==> src/rtl/snn_pkg.sv <==
// Shared SNN front-end types: encoder FSM states and datapath widths.
package snn_pkg;

    localparam int unsigned RAND_W = 8;
    localparam int unsigned STEP_W = 16;
    localparam int unsigned INT_W  = 8;

    typedef enum logic [1:0] {
        IDLE  = 2'd0,
        SCAN  = 2'd1,
        DRAIN = 2'd2,
        DONE  = 2'd3
    } enc_state_e;

endpackage

==> src/rtl/poisson_spike_encoder_if.sv <==
// Spike event stream from the encoder to the LIF array (valid/ready handshake).
interface poisson_spike_encoder_if
    import snn_pkg::*;
#(
    parameter int unsigned CH_W = 4
) ();

    logic              spk_valid;
    logic              spk_ready;
    logic [CH_W-1:0]   spk_ch;
    logic [STEP_W-1:0] spk_step;

    modport master (
        output spk_valid,
        output spk_ch,
        output spk_step,
        input  spk_ready
    );

    modport slave (
        input  spk_valid,
        input  spk_ch,
        input  spk_step,
        output spk_ready
    );

endinterface

==> src/rtl/intensity_regfile.sv <==
// Per-channel spike intensity storage: one synchronous write port, one async read port.
module intensity_regfile
    import snn_pkg::*;
#(
    parameter int unsigned NUM_CH = 16,
    parameter int unsigned CH_W   = $clog2(NUM_CH)
) (
    input  logic             clk,
    input  logic             rst,
    input  logic             we,
    input  logic [CH_W-1:0]  waddr,
    input  logic [INT_W-1:0] wdata,
    input  logic [CH_W-1:0]  raddr,
    output logic [INT_W-1:0] rdata_c
);

    logic [INT_W-1:0] mem [NUM_CH];

    always_ff @(posedge clk) begin
        if (rst) begin
            for (int i = 0; i < NUM_CH; i++) begin
                mem[i] <= '0;
            end
        end else if (we) begin
            mem[waddr] <= wdata;
        end
    end

    assign rdata_c = mem[raddr];

endmodule

==> src/rtl/poisson_spike_encoder.sv <==
// Rate-codes NUM_CH intensities into a spike event stream, one channel evaluated per cycle.
// Optional build macro POISSON_REFRACTORY_EN blocks a channel for one step after it spikes.
module poisson_spike_encoder
    import snn_pkg::*;
#(
    parameter int unsigned NUM_CH = 16,
    parameter int unsigned CH_W   = $clog2(NUM_CH)
) (
    input  logic                    clk,
    input  logic                    rst,
    input  logic [RAND_W-1:0]       rand_in,
    input  logic                    cfg_wr_en,
    input  logic [CH_W-1:0]         cfg_addr,
    input  logic [INT_W-1:0]        cfg_data,
    input  logic                    start,
    input  logic [STEP_W-1:0]       num_steps,
    output logic                    busy,
    output logic                    done,
    poisson_spike_encoder_if.master spk
);

    enc_state_e        state;
    enc_state_e        state_nxt;
    logic [CH_W-1:0]   ch_ptr;
    logic [STEP_W-1:0] step_cnt;
    logic [STEP_W-1:0] last_step;
    logic [INT_W-1:0]  rd_int;
    logic              start_acc;
    logic              slot_free;
    logic              eval_en;
    logic              last_ch;
    logic              raw_hit;
    logic              hit;

    intensity_regfile #(
        .NUM_CH (NUM_CH),
        .CH_W   (CH_W)
    ) u_regfile (
        .clk     (clk),
        .rst     (rst),
        .we      (cfg_wr_en && (state == IDLE)),
        .waddr   (cfg_addr),
        .wdata   (cfg_data),
        .raddr   (ch_ptr),
        .rdata_c (rd_int)
    );

    assign raw_hit = (rand_in < rd_int);

`ifdef POISSON_REFRACTORY_EN
    // Each channel is evaluated once per step, so its bit always holds last step's outcome.
    logic [NUM_CH-1:0] refr;

    always_ff @(posedge clk) begin
        if (rst) begin
            refr <= '0;
        end else if (start_acc) begin
            refr <= '0;
        end else if (eval_en) begin
            refr[ch_ptr] <= hit;
        end
    end

    assign hit = raw_hit && !refr[ch_ptr];
`else
    assign hit = raw_hit;
`endif

    // State register; busy/done are registered decodes of the next state.
    always_ff @(posedge clk) begin
        if (rst) begin
            state <= IDLE;
            busy  <= 1'b0;
            done  <= 1'b0;
        end else begin
            state <= state_nxt;
            busy  <= (state_nxt != IDLE);
            done  <= (state_nxt == DONE);
        end
    end

    // Next-state and evaluation control.
    always_comb begin
        state_nxt = state;
        start_acc = 1'b0;
        eval_en   = 1'b0;
        slot_free = !spk.spk_valid || spk.spk_ready;
        last_ch   = (ch_ptr == CH_W'(NUM_CH - 1));
        case (state)
            IDLE: begin
                if (start) begin
                    start_acc = 1'b1;
                    state_nxt = (num_steps == '0) ? DONE : SCAN;
                end
            end
            SCAN: begin
                eval_en = slot_free;
                if (slot_free && last_ch && (step_cnt == last_step)) begin
                    state_nxt = DRAIN;
                end
            end
            DRAIN: begin
                if (slot_free) begin
                    state_nxt = DONE;
                end
            end
            DONE:    state_nxt = IDLE;
            default: state_nxt = IDLE;
        endcase
    end

    // Channel/step pointers and the one-deep spike output slot.
    always_ff @(posedge clk) begin
        if (rst) begin
            ch_ptr        <= '0;
            step_cnt      <= '0;
            last_step     <= '0;
            spk.spk_valid <= 1'b0;
            spk.spk_ch    <= '0;
            spk.spk_step  <= '0;
        end else begin
            if (start_acc) begin
                ch_ptr    <= '0;
                step_cnt  <= '0;
                last_step <= num_steps - STEP_W'(1);
            end
            if (eval_en) begin
                spk.spk_valid <= hit;
                if (hit) begin
                    spk.spk_ch   <= ch_ptr;
                    spk.spk_step <= step_cnt;
                end
                if (last_ch) begin
                    ch_ptr   <= '0;
                    step_cnt <= (step_cnt == last_step) ? '0 : step_cnt + STEP_W'(1);
                end else begin
                    ch_ptr <= ch_ptr + CH_W'(1);
                end
            end else if (spk.spk_ready) begin
                spk.spk_valid <= 1'b0;
            end
        end
    end

endmodule

==> src/flat_wrapper.sv <==
// flat-port wrapper written by rule: the top's interface ports become plain ports
module poisson_spike_encoder_flat import snn_pkg::*;
#(
    parameter int unsigned NUM_CH = 16,
    parameter int unsigned CH_W   = $clog2(NUM_CH)
)
  (clk, rst, rand_in, cfg_wr_en, cfg_addr, cfg_data, start, num_steps, busy, done, spk_spk_valid, spk_spk_ch, spk_spk_step, spk_spk_ready);
  poisson_spike_encoder_if #(.CH_W(CH_W)) spk_i ();
  input  logic clk;
  input  logic rst;
  input  logic [RAND_W-1:0] rand_in;
  input  logic cfg_wr_en;
  input  logic [CH_W-1:0] cfg_addr;
  input  logic [INT_W-1:0] cfg_data;
  input  logic start;
  input  logic [STEP_W-1:0] num_steps;
  output logic busy;
  output logic done;
  output wire logic [$bits(spk_i.spk_valid)-1:0] spk_spk_valid;
  output wire logic [$bits(spk_i.spk_ch)-1:0] spk_spk_ch;
  output wire logic [$bits(spk_i.spk_step)-1:0] spk_spk_step;
  input wire logic [$bits(spk_i.spk_ready)-1:0] spk_spk_ready;
  assign spk_spk_valid = spk_i.spk_valid;
  assign spk_spk_ch = spk_i.spk_ch;
  assign spk_spk_step = spk_i.spk_step;
  assign spk_i.spk_ready = spk_spk_ready;
  poisson_spike_encoder #(.NUM_CH(NUM_CH), .CH_W(CH_W)) u_core (.clk(clk), .rst(rst), .rand_in(rand_in), .cfg_wr_en(cfg_wr_en), .cfg_addr(cfg_addr), .cfg_data(cfg_data), .start(start), .num_steps(num_steps), .busy(busy), .done(done), .spk(spk_i));
endmodule
==> config.mk <==
export PLATFORM = sky130hd
export DESIGN_NAME = poisson_spike_encoder_flat
export DESIGN_NICKNAME = d
export VERILOG_FILES = /design/src/rtl/snn_pkg.sv /design/src/rtl/poisson_spike_encoder_if.sv /design/src/rtl/intensity_regfile.sv /design/src/rtl/poisson_spike_encoder.sv /design/src/flat_wrapper.sv
export SDC_FILE = /design/constraint.sdc
export NUM_CORES = 1
export LEC_CHECK = 0
export ABC_CLOCK_PERIOD_IN_PS = 5500
export BUFFER_PORTS_ARGS = -buffer_cell sky130_fd_sc_hd__buf_2
export CORE_MARGIN = 8
export CORE_UTILIZATION = 40
export CTS_BUF_LIST = sky130_fd_sc_hd__clkbuf_2
export CTS_CLUSTER_DIAMETER = 80
export DETAILED_ROUTE_END_ITERATION = 16
export PLACE_DENSITY = 0.68
export SYNTH_ARGS = -nofsm -noshare
export SYNTH_HDL_FRONTEND = slang
export SYNTH_SLANG_ARGS = --single-unit
==> constraint.sdc <==
create_clock -name clk -period 5.5 [get_ports clk]
set_input_delay 1.375 -clock clk [delete_from_list [all_inputs] [get_ports clk]]
set_output_delay 1.375 -clock clk [all_outputs]
set_load 0.05 [all_outputs]
; ---- After elaboration in Yosys (flattened, before gate mapping)
; Memory sizes are Yosys's and may differ from the RTL's. A register that Yosys moved wholly into a read port is not among the register bits.
; Cells that the tools add are included.
[word_totals]
regBits = 61
ramBits = 128
in_bits = 41
output_inout_bits = 23
word_cells = 59
n_memories = 1
[op_classes]
n_addsub = 3
order_cmp = 1
eq_ne = 6
n_mux = 27
reduce_logical = 12
[memory_table]
columns = name, depth, word_bits, read_ports, rd_clocked_by_memory_dff, write_ports, line
row1 = u_core.u_regfile.mem, 16, 8, 1, 1, 16, intensity_regfile.sv:17  ; logic [INT_W-1:0] mem [NUM_CH];
[op_table]
columns = op, n
row1 = $mux 16, 4
row2 = $mux 4, 6
row3 = $add 16x1->16 const B, 1
row4 = $eq 16x16->1, 1
row5 = $logic_not 16->1, 1
row6 = $sub 16x1->16 const B, 1
row7 = $mux 1, 11
row8 = $lt 8x8->1, 1
row9 = $mux 2, 4
row10 = $mux 8, 1
row11 = $pmux 2 s4, 1
row12 = $reduce_or 8->1, 1
row13 = $eq 2x2->1 const B, 3
row14 = $reduce_bool 2->1, 3
row15 = $add 4x1->4 const B, 1
row16 = $eq 4x4->1 const B, 1
row17 = $logic_and 1x1->1, 3
row18 = $eq 2x1->1 const B, 1
row19 = $logic_not 2->1, 1
row20 = $reduce_and 2->1, 1
row21 = $logic_not 1->1, 1
row22 = $logic_or 1x1->1, 1

; ---- Depth between registers and ports, before layout
; Gate-level depths: netlist of run 1.
[logic_depth]
word_depth = 7
ltp_mapped = 13
depth_no_buf = 9

; ---- By module
; Synthesis of run 1 repeated with hierarchy kept, for this count alone.
[unflattened]
hier_cells = 766
hier_area_um2 = 9046.2
[by_module_without_submodules]
columns = mod, instances, cells_per_inst, area_per_inst_um2, seq_area_each_um2
row1 = intensity_regfile, 1, 375, 5861.9, 3843.7
row2 = poisson_spike_encoder, 1, 391, 3184.3, 1221.2

; ---- Worst setup path after synthesis of run 1
; OpenSTA, ideal clock, no wires.
[synth_timing]
kind = input to register
from = in rst
to = mem u_core.u_regfile.mem[1][0] (enable)
setup_time_ps = 384
t_arrival_ps = 3122
required_ps = 5116
setup_slack_ps = 1994
stages = 5
n_path_buf = 2
path_cell_list = buf_2 -> or4b_4 -> or3_1 -> buf_6 -> o21ai_0
[synth_rtl]
columns = element, line
row1 = from (decl), flat_wrapper.sv:10  ; input logic rst;
row2 = to (decl), intensity_regfile.sv:17

==> results of run 1 <==
==> metrics by stage <==
stage | instance area (sq um) | instances
3_5_place_dp | 9830 | 1062
2_1_floorplan | 9290 | 738
3_3_place_gp | 9830 | 1062
5_1_grt | 10100 | 1095
4_1_cts | 10100 | 1094
6_report | 10100 | 1095
==> tightest hold or removal path, cell delays in order, from the launching register on <==
cell	delay (ns)
dfxtp_1	0.37
nand2_1	0.05
mux2i_1	0.06
==> layer usage <==
layer | vias to the layer above | wire length [um] | track usage (%)
met5 | - | 0 | 0
met4 | 0 | 162 | 2.91
li1 | 2853 | - | -
met2 | 163 | 11200 | 27.4
met3 | 15 | 1020 | 3.13
met1 | 2979 | 9710 | 20.2
==> where the power goes <==
group | internal, uW | switching (uW)
clock network | 187 | 537
logic | 102 | 150
registers | 1590 | 30.4
==> flip-flops by register name, summed over array words and instances, names as in the netlist, named ones only <==
signal                count
u_core.u_regfile.mem    128
u_core.last_step         16
u_core.spk.spk_step      16
u_core.step_cnt          16
u_core.ch_ptr             4
u_core.spk.spk_ch         4
u_core.state              2
u_core.busy               1
u_core.done               1
u_core.spk.spk_valid      1
==> synthesized netlist by cell type, types with 3 or more instances <==
cell,n
inv_1,13
nor2_1,49
dfxtp_1,65
mux2i_1,16
nor3b_1,4
a32o_1,6
xor2_1,20
ha_1,10
nand2b_1,3
buf_6,7
or3_1,5
o211ai_1,6
xnor2_1,7
nor2_4,3
a31oi_1,4
nor3_1,7
and2_1,130
edfxtp_1,128
nand2_1,45
mux4_1,6
or2_2,5
buf_2,3
o21ai_0,24
nand3b_1,3
nand3_1,13
a21oi_1,8
clkbuf_8,3
a211oi_1,12
nor2b_1,11
o221ai_1,5
nor3_2,3
clkbuf_1,20
nand4_1,9
and3_1,4
mux4_2,32
nor4_1,6
==> how the worst max path moves through the flow <==
stage                   start                          to  slack, ns  depth (start not counted)
CTS                 flip-flop     u_core.spk.spk_step[15]       1.70                         11
finish              flip-flop     u_core.spk.spk_step[15]       1.76                         11
global placement    flip-flop     u_core.spk.spk_step[15]       1.75                         11
detailed placement  flip-flop     u_core.spk.spk_step[15]       1.70                         11
floorplan                 rst  u_core.u_regfile.mem[1][0]       1.99                          5
global route        flip-flop     u_core.spk.spk_step[15]       1.48                         11
==> layout make-up <==
cell class	instances	share of cell area [%]
clock inverters	15	1.67
flip-flops and latches	193	51.0
clock buffers	17	0.843
well taps	285	3.53
multi-input cells	493	38.3
inverters	15	0.558
diodes	1	0.0248
repair buffers	76	4.09
==> logic make-up (layout without fill, tap and decap cells) <==
kind of cell / count (synthesis) / after routing / synth area share (%)
compound gates: 87 / 87 / 6.71
xor+xnor: 27 / 27 / 2.55
fa+ha+maj: 10 / 10 / 1.35
buf+inv: 52 / 123 / 3.11
flops: 193 / 193 / 55.4
mux: 55 / 55 / 11.3
other cells: 0 / 1 / 0
simple gates: 314 / 314 / 19.6
==> out/qor.yml, run 1 <==
clock_network:
  holdBufCountCts: 0
  cts.sinks: 193
  postCtsResizedCells: 0
  clockBufferDepth: 2
  cts_setup_buffers: 0
  cts-buffers-inserted: 17
  cts_tree: "yes"
  insertion_delay_ns: 0.79
  cts_root_buffer: "clkbuf_2"
  h-tree-depth: 4
  clkTransAtPathRegs_ns: 0.29
timing:
  max_slew_margin_pct: 18.6
  rsz0062_at_grt: "no"
  max_freq_mhz: 267
  fin_ws_ns: 1.76
  hold_viol: 0
  fin_crit_sh_pct: 68.0
  hold_slack_ns: 0.479
  fin_crit_ns: 3.74
  skew_ns: 0.0678
  worst_pin_slew_ns: 1.21
  fin_setup_tns_ns: 0
  setup_viol: 0
  slew_violations: 0
setup_path:
  worstPathArrival_ns: 4.43
  crit_type: "flip-flop to flip-flop"
  path_max_fanout: 21
  max_stage_delay_ns: 0.83
  r2r_setup_slack_ns: 1.76
  path_buf_inv: 3
  path_cells: "buf_4 > mux4_1 > mux4_2 > inv_1 > ha_1 > a21oi_1 > o21a_1 > o211a_1 > o21ai_2 > buf_4 > mux2_2"
  worstRegToRegCells: 11
  cp-start-kind: "flip-flop"
  critical_path_required_ns: 6.19
  cp_top_family: "multiplexers"
  worstReg2RegEnd: "u_core.spk.spk_step[15]"
  crit_top_cell: "buf_4"
  slowest_stage: "dfxtp_2"
  critPathCaptureType: "flip-flop"
final_layout:
  layout.cells.most_common_list: "and2_1, edfxtp_1, dfxtp_1"
  final_common_cell: "and2_1"
  layout.nets: 847
  fin_util_pct: 44.4
  seqCellArea_sq_um: 5150
  multiInputGateArea_sq_um: 3860
  nFillCells: 2100
  drive_gt1_share_pct: 20.8
  area_growth_pct: 8.66
global_routing:
  antenna_found_initial: 1
  grt_max_degree: 44
  grtUsageTotal_pct: 15.8
  grt_pass1_vias: 5879
  grt_overflow_total: 0
  grt_pass1_wl_mm: 34.4
drt:
  wirelength_mm: 22.1
  initialDrtViolationCount: 590
  avgRoutedWirePerCell_um: 20.2
  drtAntennaViolNets: 0
  routed_via_density: 5.49
  drc: 0
  drtPass1Iterations: 6
  vias: 6010
job:
  maxCapViolations: 0
die:
  ios: 64
  initial_core_util_pct: 40.9
  rows: 55
  die_area_sq_um: 28300
  fp.dieH_um: 168
  die_x_um: 168
  core_area_sq_um: 22700
worst_hold_path:
  hold_depth: 2
  min_to: "u_core.spk.spk_step[2]"
  hold_class: "flip-flop to flip-flop"
  hold_start: "u_core.spk.spk_step[2]"
power_and_ir_drop:
  finalPower_uw: 2600
  vdd_drop_max_mv: 0.138
  p_per_area_nw_per_um2: 258
  leakagePower_uw: 0.00382
synth:
  yosysTopAreaCell: "edfxtp_1"
  synth_edf_count: 128
  ys_warn_count: 0
  seq_area_frac_synth_pct: 55.4
  syn-instance-count: 738
  netlist_area_sq_um: 9290
  synth_ff_type: "edfxtp_1"
  synth.area.top_cells: "edfxtp_1, dfxtp_1, and2_1"
  async_flop_share_pct: 0
  syn_avg_cell_area_sq_um: 12.6
  synth_cell_types: 69
  ys_seq_elements: 193
  synth_top_cell_area_share_pct: 41.4
  synth_nets: 789
placement:
  gp_congestion: 0.804
  place_hpwl_mm: 15.8
  port_buffers: 63
  post-place-ws_ns: 1.70
status:
  outcome: "finished, final reports clean"
(Power assumes the default switching activity.)
==> run 2: changes to the inputs <==
ABC_AREA = 1   (was not set)
ABC_CLOCK_PERIOD_IN_PS = 3400   (was 5500)
PLACE_DENSITY = 0.7   (was 0.68)
clock period = 3.4 ns   (was 5.5 ns; I/O delays follow)
==> run 2 against run 1 <==
Net effect: critical path depth is 3 higher; highest routed layer unchanged; via count is 22% higher; flip-flop and latch count unchanged; wire length is 5.2% higher; synthesized area is 2.8% lower; die area decreased by 2.5%; worst setup slack worse by 1.4 ns; critical path type unchanged; final cell count up 25%; count of clock-buffer cells in the layout up 1; global-route usage increased by 0.81 points; clock skew decreased by 0.037 ns.
==> out/qor.yml, run 2 <==
clock_network:
  h-tree-depth: 4
  cts-buffers-inserted: 17
  cts.sinks: 193
  cts_setup_buffers: 0
  postCtsResizedCells: 0
  insertion_delay_ns: 0.76
  cts_tree: "yes"
  clkTransAtPathRegs_ns: 0.26
  clockBufferDepth: 2
  holdBufCountCts: 0
  cts_root_buffer: "clkbuf_2"
job:
  maxCapViolations: 0
status:
  outcome: "finished, final reports clean"
drt:
  vias: 7343
  initialDrtViolationCount: 995
  drtAntennaViolNets: 0
  drtPass1Iterations: 6
  avgRoutedWirePerCell_um: 17.0
  drc: 0
  wirelength_mm: 23.2
  routed_via_density: 5.36
timing:
  fin_crit_ns: 3.01
  skew_ns: 0.0311
  max_slew_margin_pct: 26.5
  setup_viol: 0
  fin_setup_tns_ns: 0
  hold_viol: 0
  slew_violations: 0
  rsz0062_at_grt: "no"
  worst_pin_slew_ns: 1.10
  max_freq_mhz: 332
  fin_crit_sh_pct: 88.5
placement:
  port_buffers: 63
  gp_congestion: 0.865
  place_hpwl_mm: 16.3
die:
  rows: 55
  fp.dieH_um: 166
  ios: 64
  core_area_sq_um: 22400
  initial_core_util_pct: 40.4
  die_x_um: 166
  die_area_sq_um: 27600
synth:
  netlist_area_sq_um: 9020
  synth_edf_count: 128
  async_flop_share_pct: 0
  synth_ff_type: "edfxtp_1"
  ys_seq_elements: 193
  yosysTopAreaCell: "edfxtp_1"
  syn_avg_cell_area_sq_um: 8.80
  synth_nets: 1077
  synth.area.top_cells: "edfxtp_1, dfxtp_1, nor2_1"
  seq_area_frac_synth_pct: 57.0
  synth_top_cell_area_share_pct: 42.6
  synth_cell_types: 37
  yosys-top-cells-count: "nor2_1, nand2_1, edfxtp_1, inv_1, o21ai_0"
  ys_warn_count: 0
  synth_most_common_cell: "nor2_1"
  syn-instance-count: 1026
power_and_ir_drop:
  p_per_area_nw_per_um2: 464
  leakagePower_uw: 0.00397
  vdd_drop_max_mv: 0.295
setup_path:
  crit_type: "flip-flop to flip-flop"
  path_max_fanout: 41
  critPathCaptureType: "flip-flop"
  worstPathArrival_ns: 3.68
  critical_path_required_ns: 4.07
  worstRegToRegCells: 14
  cp-start-kind: "flip-flop"
global_routing:
  grt_pass1_vias: 6914
  grtUsageTotal_pct: 16.6
  grt_max_degree: 59
  grt_pass1_wl_mm: 36.5
  grt_overflow_total: 0
  antenna_found_initial: 0
final_layout:
  area_growth_pct: 9.80
  layout.nets: 1122
  drive_gt1_share_pct: 11.9
  layout.cells.most_common_list: "nor2_1, nand2_1, edfxtp_1"
  largest_reg_flops: 128
  fin_util_pct: 44.3
  nFillCells: 2171
  final_common_cell: "nor2_1"
  top_register: "u_core.u_regfile.mem"
worst_hold_path:
  hold_depth: 2
  hold_class: "input port to flip-flop"
-- run 2: changes by cell type in the layout (fill, tap and decap cells not counted), moves of 20 or more --
cell	change
nand2_1	+97
and2_1	-130
nor2_1	+192
inv_1	+75
o21ai_0	+64
o221ai_1	+20
mux4_2	-32
nand3_1	+46
a21oi_1	+40
-- run 2: per-stage QoR --
step           cells  hold WS, ns  setup slack, ns  total power, uW  cell area, sq um
5_1_grt         1369        0.199            0.194             4780              9910
4_1_cts         1369        0.219            0.445             4620              9910
3_5_place_dp    1337        0.463            0.457             3330              9610
2_1_floorplan   1026        0.458            0.688             3130              9020
3_3_place_gp    1337        0.461            0.504             3320              9610
6_report        1370        0.274            0.390             4600              9910
-- run 2: critical path, cell delays in order (launching register included) --
cell and delay (ns):
dfxtp_1 0.52, buf_4 0.30, o21ai_0 0.15, o221ai_1 0.28, nand3_1 0.15, nand2_1 0.10, inv_1 0.04, ha_1 0.32
nand2_1 0.10, o21ai_0 0.14, a211oi_4 0.17, buf_4 0.39, nand3_1 0.13, nand2_1 0.07, nor2_1 0.05
-- run 2: cell type report --
type	count	area (sq um)	area share [%]
Timing Repair Buffer	78	440	4.44
Clock inverter	14	204	2.06
Inverter	92	345	3.48
Clock buffer	18	90.1	0.909
Antenna cell	1	2.50	0.0253
Tap cell	285	357	3.60
Sequential cell	193	5150	51.9
Multi-Input combinational cell	689	3320	33.5
-- run 2: layer usage --
layer | up-vias | wire, um | GRT usage [%]
met5 | - | 0 | 0
met4 | 0 | 461 | 4.55
met3 | 35 | 1910 | 4.21
met2 | 324 | 11100 | 27.6
met1 | 3436 | 9750 | 21.1
li1 | 3548 | - | -
-- run 2: final timing paths --
check                                            start                endpoint  slack [ns]
worst max-delay path                         flip-flop  u_core.spk.spk_step[4]        0.39
worst min-delay path                      num_steps[0]     u_core.last_step[0]        0.27
worst max register to register               flip-flop  u_core.spk.spk_step[4]        0.39
worst min register to register  u_core.spk.spk_step[7]  u_core.spk.spk_step[7]        0.51
-- run 2: cells by family (layout without fill, tap and decap cells) --
logic type,after synthesis,in the layout,share of synthesized area [%]
other,0,1,0
DFF,193,193,57.0
AOI/OAI and AO/OA,185,185,11.8
xor gates and xnor gates,20,20,1.94
buffers and inverters,144,202,6.29
and+or+nand+nor,474,474,21.6
adders and majority gates,10,10,1.39
-- run 2: power by group --
group          internal, uW  total, uW  switching, uW
Combinational           180        625            445
Clock                   496       1320            821
Sequential             2610       2660           50.9
==> run 3: changes to the inputs <==
PLACE_DENSITY = 0.56   (was 0.7)
==> run 3 against run 2 <==
Net effect: core utilization is 0.15 points lower; total power is 1.5% lower; critical path depth is 1 higher; clock power is 6% lower.
==> out/qor.yml, run 3 (synthesis gave the netlist of run 2 again) <==
status:
  outcome: "finished, final reports clean"
final_layout:
  seqCellArea_sq_um: 5150
  area_growth_pct: 9.43
  layout.cells.most_common_list: "nor2_1, nand2_1, edfxtp_1"
  largest_reg_flops: 128
  final_common_cell: "nor2_1"
  finalNonFillerCells: 1371
  drive_gt1_share_pct: 12.0
  fin_util_pct: 44.2
  nFillCells: 2232
  layout.nets: 1123
  multiInputGateArea_sq_um: 3320
  top_register: "u_core.u_regfile.mem"
global_routing:
  grt_pass1_wl_mm: 39.7
  grt_overflow_total: 0
  antenna_found_initial: 2
  grt_pass1_vias: 7122
  grtUsageTotal_pct: 18.1
  grt_max_degree: 59
drt:
  drtPass1Iterations: 5
  drc: 0
  initialDrtViolationCount: 496
  avgRoutedWirePerCell_um: 18.3
  drtAntennaViolNets: 0
  routed_via_density: 5.31
  wirelength_mm: 25.1
  vias: 7275
clock_network:
  cts_tree: "yes"
  postCtsResizedCells: 0
  cts-buffers-inserted: 17
  clockBufferDepth: 2
  cts.sinks: 193
  clkTransAtPathRegs_ns: 0.27
  holdBufCountCts: 0
  h-tree-depth: 4
  cts_root_buffer: "clkbuf_2"
  cts_setup_buffers: 0
  insertion_delay_ns: 0.73
timing:
  fin_crit_sh_pct: 90.4
  skew_ns: 0.0494
  rsz0062_at_grt: "no"
  worst_pin_slew_ns: 0.823
  hold_viol: 0
  setup_viol: 0
  fin_setup_tns_ns: 0
  fin_ws_ns: 0.326
  fin_crit_ns: 3.07
  slew_violations: 0
  max_freq_mhz: 325
  max_slew_margin_pct: 45.1
die:
  rows: 55
  die_x_um: 166
  fp.dieH_um: 166
  core_area_sq_um: 22400
  initial_core_util_pct: 40.4
  ios: 64
  die_area_sq_um: 27600
placement:
  dp_cells: 1338
  post-place-ws_ns: 0.331
  place_hpwl_mm: 17.3
  gp_congestion: 0.869
  port_buffers: 63
setup_path:
  worstReg2RegEnd: "u_core.spk.spk_step[15]"
  cp-start-kind: "flip-flop"
  path_max_fanout: 41
  worstRegToRegCells: 15
  critPathCaptureType: "flip-flop"
  r2r_setup_slack_ns: 0.33
  worstPathArrival_ns: 3.74
  crit_type: "flip-flop to flip-flop"
  critical_path_required_ns: 4.06
worst_hold_path:
  hold_depth: 2
  min_to: "u_core.last_step[0]"
  hold_start: "num_steps[0]"
  hold_class: "input port to flip-flop"
power_and_ir_drop:
  leakagePower_uw: 0.00398
  vdd_drop_max_mv: 0.249
  p_per_area_nw_per_um2: 459
job:
  maxCapViolations: 0
## run 3: per-layer routing
metal / part of all wire (%) / track usage (%)
met5: 0.048 / 0
met3: 5.3 / 3.57
met2: 48 / 30.8
met1: 43 / 22.5
met4: 3.1 / 6.64
## run 3: worst max-delay path, cell delays in order (launching register included)
cell and delay (ns):
dfxtp_2 0.39, inv_2 0.39, buf_12 0.25, o21ai_0 0.11, o221ai_1 0.22, nand3_1 0.11
nand2_1 0.07, inv_1 0.05, ha_1 0.31, nand2_1 0.10, o21ai_0 0.14, a211oi_4 0.19
buf_4 0.39, nand3_1 0.13, nand2_1 0.10, nor2_1 0.05
## run 3: final cells by class
class / instances / share of cell area (%)
antenna: 1 / 0.0253
multi-input combinational: 689 / 33.7
sequential: 193 / 52.1
clock buffer: 20 / 1.01
clock inverter: 12 / 1.55
inverter: 92 / 3.50
tap: 285 / 3.61
timing repair buffer: 79 / 4.54
## run 3: worst max path at each step
stage / from / end / slack [ns] / depth (start not counted)
3_5_place_dp: flip-flop / u_core.spk.spk_step[7] / 0.33 / 15
2_1_floorplan: flip-flop / u_core.spk.spk_step[10] / 0.69 / 16
5_1_grt: flip-flop / u_core.spk.spk_ch[2] / 0.09 / 14
4_1_cts: flip-flop / u_core.spk.spk_step[7] / 0.34 / 15
3_3_place_gp: flip-flop / u_core.spk.spk_ch[0] / 0.35 / 15
6_report: flip-flop / u_core.spk.spk_step[15] / 0.33 / 15
## run 3: metrics by stage
step                total power (uW)  hold slack [ns]  instance area (sq um)
finish                          4530            0.322                   9880
global route                    4720            0.229                   9880
CTS                             4560            0.251                   9870
detailed placement              3350            0.470                   9620
global placement                3340            0.463                   9620
floorplan                       3130            0.458                   9020
## run 3: power breakdown
part	internal (uW)	total (uW)	leakage (uW)	switching [uW]
Combinational	180	631	0.00197	451
Clock	429	1240	0.000165	807
Sequential	2610	2660	0.00185	53.7
Total	3220	4530	0.00398	1310
